--- src/rtl/comp_weight_buffer.sv ---
// comp_weight_buffer: registers reduced weights into the weight memory and collects per-column compensation entries.
module comp_weight_buffer #(
  parameter int NUM_COL    = 8,
  parameter int NUM_ROW    = 8,
  parameter int COMP_DEPTH = 3,
  parameter int RW_W       = 5,
  parameter int CW_W       = 3
) (
  input  logic                                  clk,
  input  logic                                  rst,
  input  logic                                  wr_valid,
  input  logic [RW_W-1:0]                       Reduced_Weight,
  input  logic [$clog2(NUM_COL*NUM_ROW)-1:0]    Weight_Mem_Address,
  input  logic [CW_W-1:0]                       Compensation_Weight,
  input  logic [$clog2(NUM_ROW)-1:0]            Compensation_Row,
  input  logic                                  Compensation_out_valid,
  input  logic                                  change_col,
  input  logic                                  clear,
  output logic                                  wmem_we,
  output logic [$clog2(NUM_COL*NUM_ROW)-1:0]    wmem_addr,
  output logic [RW_W-1:0]                       wmem_data,
  input  logic                                  rd_en,
  input  logic [$clog2(NUM_COL)-1:0]            rd_col,
  output logic                                  rd_valid,
  output logic [$clog2(COMP_DEPTH+1)-1:0]       rd_count,
  output logic [COMP_DEPTH*$clog2(NUM_ROW)-1:0] rd_rows,
  output logic [COMP_DEPTH*CW_W-1:0]            rd_weights,
  output logic                                  rd_sealed,
  output logic                                  all_sealed,
  output logic                                  overflow
);
  localparam int RI = $clog2(NUM_ROW);
  localparam int CI = $clog2(NUM_COL);
  localparam int NW = $clog2(COMP_DEPTH+1);
  localparam int SW = RI + CW_W;
  logic [NW-1:0]      r_cnt  [NUM_COL];
  logic [SW-1:0]      r_slot [NUM_COL][COMP_DEPTH];
  logic [NUM_COL-1:0] r_seal;
  logic [CI-1:0]      w_col;
  logic               w_ok;
  logic [COMP_DEPTH*RI-1:0]   w_rows;
  logic [COMP_DEPTH*CW_W-1:0] w_wts;
  assign w_col = Weight_Mem_Address[RI +: CI];
  assign w_ok  = (r_cnt[w_col] < NW'(COMP_DEPTH)) && !r_seal[w_col];
  // slots fill in order from reset/clear values, so unused slots already read 0
  always_comb begin
    w_rows = '0;
    w_wts  = '0;
    for (int i = 0; i < COMP_DEPTH; i++) begin
      w_rows[i*RI +: RI]   = r_slot[rd_col][i][SW-1:CW_W];
      w_wts[i*CW_W +: CW_W] = r_slot[rd_col][i][CW_W-1:0];
    end
  end
  always_ff @(posedge clk) begin
    if (rst) begin
      wmem_we    <= 1'b0;
      wmem_addr  <= '0;
      wmem_data  <= '0;
      rd_valid   <= 1'b0;
      rd_count   <= '0;
      rd_rows    <= '0;
      rd_weights <= '0;
      rd_sealed  <= 1'b0;
      all_sealed <= 1'b0;
      overflow   <= 1'b0;
      r_seal     <= '0;
      for (int i = 0; i < NUM_COL; i++) begin
        r_cnt[i] <= '0;
        for (int j = 0; j < COMP_DEPTH; j++) r_slot[i][j] <= '0;
      end
    end else begin
      wmem_we  <= wr_valid;
      rd_valid <= rd_en;
      if (wr_valid) begin
        wmem_addr <= Weight_Mem_Address;
        wmem_data <= Reduced_Weight;
      end
      if (rd_en) begin
        rd_count   <= r_cnt[rd_col];
        rd_rows    <= w_rows;
        rd_weights <= w_wts;
        rd_sealed  <= r_seal[rd_col];
      end
      if (clear) begin
        all_sealed <= 1'b0;
        overflow   <= 1'b0;
        r_seal     <= '0;
        for (int i = 0; i < NUM_COL; i++) begin
          r_cnt[i] <= '0;
          for (int j = 0; j < COMP_DEPTH; j++) r_slot[i][j] <= '0;
        end
      end else begin
        all_sealed <= &r_seal;
        if (wr_valid && Compensation_out_valid) begin
          if (w_ok) begin
            r_slot[w_col][r_cnt[w_col]] <= {Compensation_Row, Compensation_Weight};
            r_cnt[w_col] <= r_cnt[w_col] + 1'b1;
          end else begin
            overflow <= 1'b1;
          end
        end
        if (wr_valid && change_col) r_seal[w_col] <= 1'b1;
      end
    end
  end
endmodule

--- config.mk ---
export PLATFORM = sky130hd
export DESIGN_NAME = comp_weight_buffer
export DESIGN_NICKNAME = d
export VERILOG_FILES = /design/src/rtl/comp_weight_buffer.sv
export SDC_FILE = /design/constraint.sdc
export NUM_CORES = 1
export LEC_CHECK = 0
export ABC_AREA = 0
export ABC_CLOCK_PERIOD_IN_PS = 3600
export BUFFER_PORTS_ARGS = -buffer_cell sky130_fd_sc_hd__buf_2
export CAP_MARGIN = 20
export CORE_MARGIN = 5
export CORE_UTILIZATION = 30
export DETAILED_ROUTE_END_ITERATION = 8
export HOLD_SLACK_MARGIN = 0.1
export PLACE_DENSITY = 0.5
export REMOVE_ABC_BUFFERS = 1
export SYNTH_ARGS = -nofsm -noshare
export SYNTH_HDL_FRONTEND = slang
export SYNTH_SLANG_ARGS = --single-unit
--- constraint.sdc ---
create_clock -name clk -period 3.6 [get_ports clk]
set_input_delay 0.72 -clock clk [delete_from_list [all_inputs] [get_ports clk]]
set_output_delay 0.72 -clock clk [all_outputs]
set_load 0.03 [all_outputs]
==> impl_metrics.env <==
export IMPL_cp_startpoint="r_cnt[4][0]"
export IMPL_synth_top_cell_by_area="edfxtp_1"
export IMPL_synth_edf_count=160
export IMPL_dieArea_um2=34200
export IMPL_worstPathMaxFanout=6
export IMPL_viasPerCell=5.34
export IMPL_startpoint_type="flop"
export IMPL_vias=6351
export IMPL_insertedDiodeCount=0
export IMPL_grt_overflow_total=0
export IMPL_hold_class="input pin to flop"
export IMPL_syn_area_um2=9190
export IMPL_synth_most_common_cell="edfxtp_1"
export IMPL_fin_skew_ps=15.9
export IMPL_grt_usage_pct=15.5
export IMPL_port_buffer_count=62
export IMPL_ctsHoldBuffers=0
export IMPL_async_flop_share_pct=0
export IMPL_drt_iter0_drc=509
export IMPL_cpPeakStageDelay_ps=800
export IMPL_nets=808
export IMPL_rows=64
export IMPL_core_um2=30400
export IMPL_initial_utilization_pct=30.2
export IMPL_grt_pass1_vias=6321
export IMPL_maxCapViolCount=0
export IMPL_die_x_um=185
export IMPL_cp_end_kind="flop"
export IMPL_clk_pin_slew_ps=60
export IMPL_setup_viol=0
export IMPL_dpl_cell_area_um2=10100
export IMPL_totalWireLength_mm=26.8
export IMPL_clk_latency_ps=530
export IMPL_crit_path_cell_trace="mux4_2, mux2_2, ha_1, or3_1, o31ai_1"
export IMPL_ys_ff_latch=204
export IMPL_syn_area_per_cell_um2=12.9
export IMPL_internal_power_uw=4220
export IMPL_drive_gt1_share_pct=25.9
export IMPL_gp_congestion=0.795
export IMPL_htreeDepth=1
export IMPL_dieHeight_um=185
export IMPL_path_class="flop to flop"
export IMPL_antenna_found_initial=0
export IMPL_r2r_cells=5
export IMPL_yosysSeqAreaShare_pct=61.8
export IMPL_required_ps=3750
export IMPL_synth_commonest_cells="160 x edfxtp_1, 122 x nor3_1, 66 x nor2_1, 47 x clkbuf_1"
export IMPL_ctsResizeCount=0
export IMPL_grt_max_degree=57
export IMPL_ys_warn_count=0
export IMPL_wl_per_cell_um=22.5
export IMPL_worst_slew_margin_rel_pct=26.1
export IMPL_cts_sinks=204
export IMPL_cts_tree="built"
export IMPL_yosysTopAreaCellShare_pct=52.3
export IMPL_fmax_ghz=0.327
export IMPL_io_pins=63
export IMPL_n_fill_cell=2993
export IMPL_timing_rr_end="r_slot[7][4]"
export IMPL_hpwl_mm=17.4
export IMPL_clock_root_buffer="clkbuf_16"
export IMPL_worst_pin_slew_ps=1100
export IMPL_synthToLayoutAreaGrowth_pct=18.5
export IMPL_layout_cells_non_filler=1190
export IMPL_p_sw_share_pct=24.5
export IMPL_worst_ir_drop_vdd_uv=281
export IMPL_cts_inserted_buffers=24
export IMPL_seq_power_share_pct=48.0
export IMPL_rr_startpoint="r_cnt[4][0]"
export IMPL_placed_cells=1146
export IMPL_power_density_nw_per_um2=513
export IMPL_crit_end="r_slot[7][4]"
export IMPL_power_frac_comb_pct=9.8
export IMPL_status="complete, no violations"
export IMPL_drc=0
export IMPL_yosys_top_cells_area="edfxtp_1 52%, mux4_2 11%, dfxtp_1 9.6%, nor3_1 6.6%, nor2_1 2.7%"
export IMPL_fin_crit_sh_pct=85.0
export IMPL_grt_pass1_wl_mm=40.5
export IMPL_ant_nets=0
export IMPL_period_needed_ps=3060
export IMPL_post_cts_buffers=0
export IMPL_crit_slowest_cell="o31ai_1"
export IMPL_hold_violations=0
export IMPL_finalMaxSlewViolations=0
export IMPL_worstPathArrival_ps=3210
export IMPL_cts_max_path_buffers=3
export IMPL_total_power_uw=5590
export IMPL_pwr_share_clk_pct=42.2
export IMPL_ys_flop_type="edfxtp_1"
export IMPL_first_pass_iters=5
export IMPL_design_area_um2=10900
export IMPL_p_leak_uw=0.00387
export IMPL_ys_types=40
export IMPL_r2r_setup_slack_ps=540
export IMPL_rsz0062_at_grt="false"
export IMPL_netlist_instances=710
export IMPL_power_switching_uw=1370
final cells by class:
| class | count | area, µm² | share of cell area, % |
|---|---|---|---|
| well taps | 396 | 495 | 4.55 |
| flip-flops and latches | 204 | 5690 | 52.2 |
| inverters | 4 | 15.0 | 0.138 |
| multi-input cells | 428 | 3170 | 29.1 |
| clock inverters | 10 | 58.8 | 0.540 |
| clock buffers | 33 | 718 | 6.59 |
| repair buffers | 115 | 746 | 6.85 |
worst min-delay path by stage:
stage               depth (start not counted)  slack, ps       endpoint             startpoint
floorplan                                   2        460     all_sealed              r_seal[7]
global placement                            2        460     rd_rows[6]             rd_rows[6]
detailed placement                          2        460  rd_weights[0]          rd_weights[0]
CTS                                         3        420   wmem_addr[2]  Weight_Mem_Address[2]
global route                                3        430   wmem_data[0]      Reduced_Weight[0]
finish                                      3        440   wmem_addr[2]  Weight_Mem_Address[2]
routing by layer:
metal / GRT usage (%) / vias to the layer above / part of all wire, %
met5: 0 / - / 0
met4: 3.58 / 0 / 2.1
met3: 2.40 / 42 / 6.0
met2: 25.2 / 213 / 48
met1: 22.0 / 3195 / 44
li1: - / 2901 / -
layout by cell type (no fill, tap or decap), types with 9 or more instances in the layout:
cell / synthesis / layout
edfxtp_1: 160 / 160
nor3_1: 122 / 122
nor2_1: 66 / 66
buf_2: 19 / 62
buf_4: 0 / 49
mux4_2: 44 / 44
dfxtp_1: 44 / 44
nor4_1: 38 / 38
nand2_1: 33 / 33
clkbuf_16: 0 / 27
o22ai_1: 21 / 21
o31ai_1: 21 / 20
mux2i_1: 16 / 16
nand3_1: 9 / 9
per-stage QoR:
stage          hold WS [ps]  worst slack, ps  utilization (%)  setup TNS (ps)
4_1_cts                 422              537             35.8               0
6_report                437              542             35.8               0
2_1_floorplan           457             -433                -           -9110
5_1_grt                 432              434             35.8               0
3_3_place_gp            465             89.1             33.2               0
3_5_place_dp            462             55.2             33.2               0
power groups by stage:
| stage | registers [µW] | clock network [µW] | logic [µW] |
|---|---|---|---|
| global placement | 2730 | 0 | 554 |
| floorplan | 2770 | 0 | 247 |
| CTS | 2680 | 2410 | 558 |
| detailed placement | 2730 | 0 | 556 |
| finish | 2680 | 2360 | 550 |
| global route | 2690 | 2520 | 593 |
logic make-up after synthesis:
group / after synthesis / synth area share, %
AOI/OAI and AO/OA: 69 / 5.09
buffers and inverters: 78 / 3.93
adders and majority gates: 4 / 0.544
muxes: 63 / 12.9
and+or+nand+nor: 292 / 15.7
DFF: 204 / 61.8
sequential cells by signal (all words and copies together) (netlist names):
signal / count
all_sealed: 1
overflow: 1
r_cnt: 16
r_seal: 8
r_slot: 144
rd_count: 2
rd_rows: 9
rd_sealed: 1
rd_valid: 1
rd_weights: 9
wmem_addr: 6
wmem_data: 5
wmem_we: 1
worst max-delay path: cells and delay by family, from the launching register on:
family / cells / cell delay (ps)
multiplexers: 2 / 770
flip-flops: 1 / 440
adder cells (fa/ha/maj): 1 / 250
AND/OR/NAND/NOR: 1 / 430
AO/OA/AOI/OAI: 1 / 800
Power figures use the tool's default switching activity.
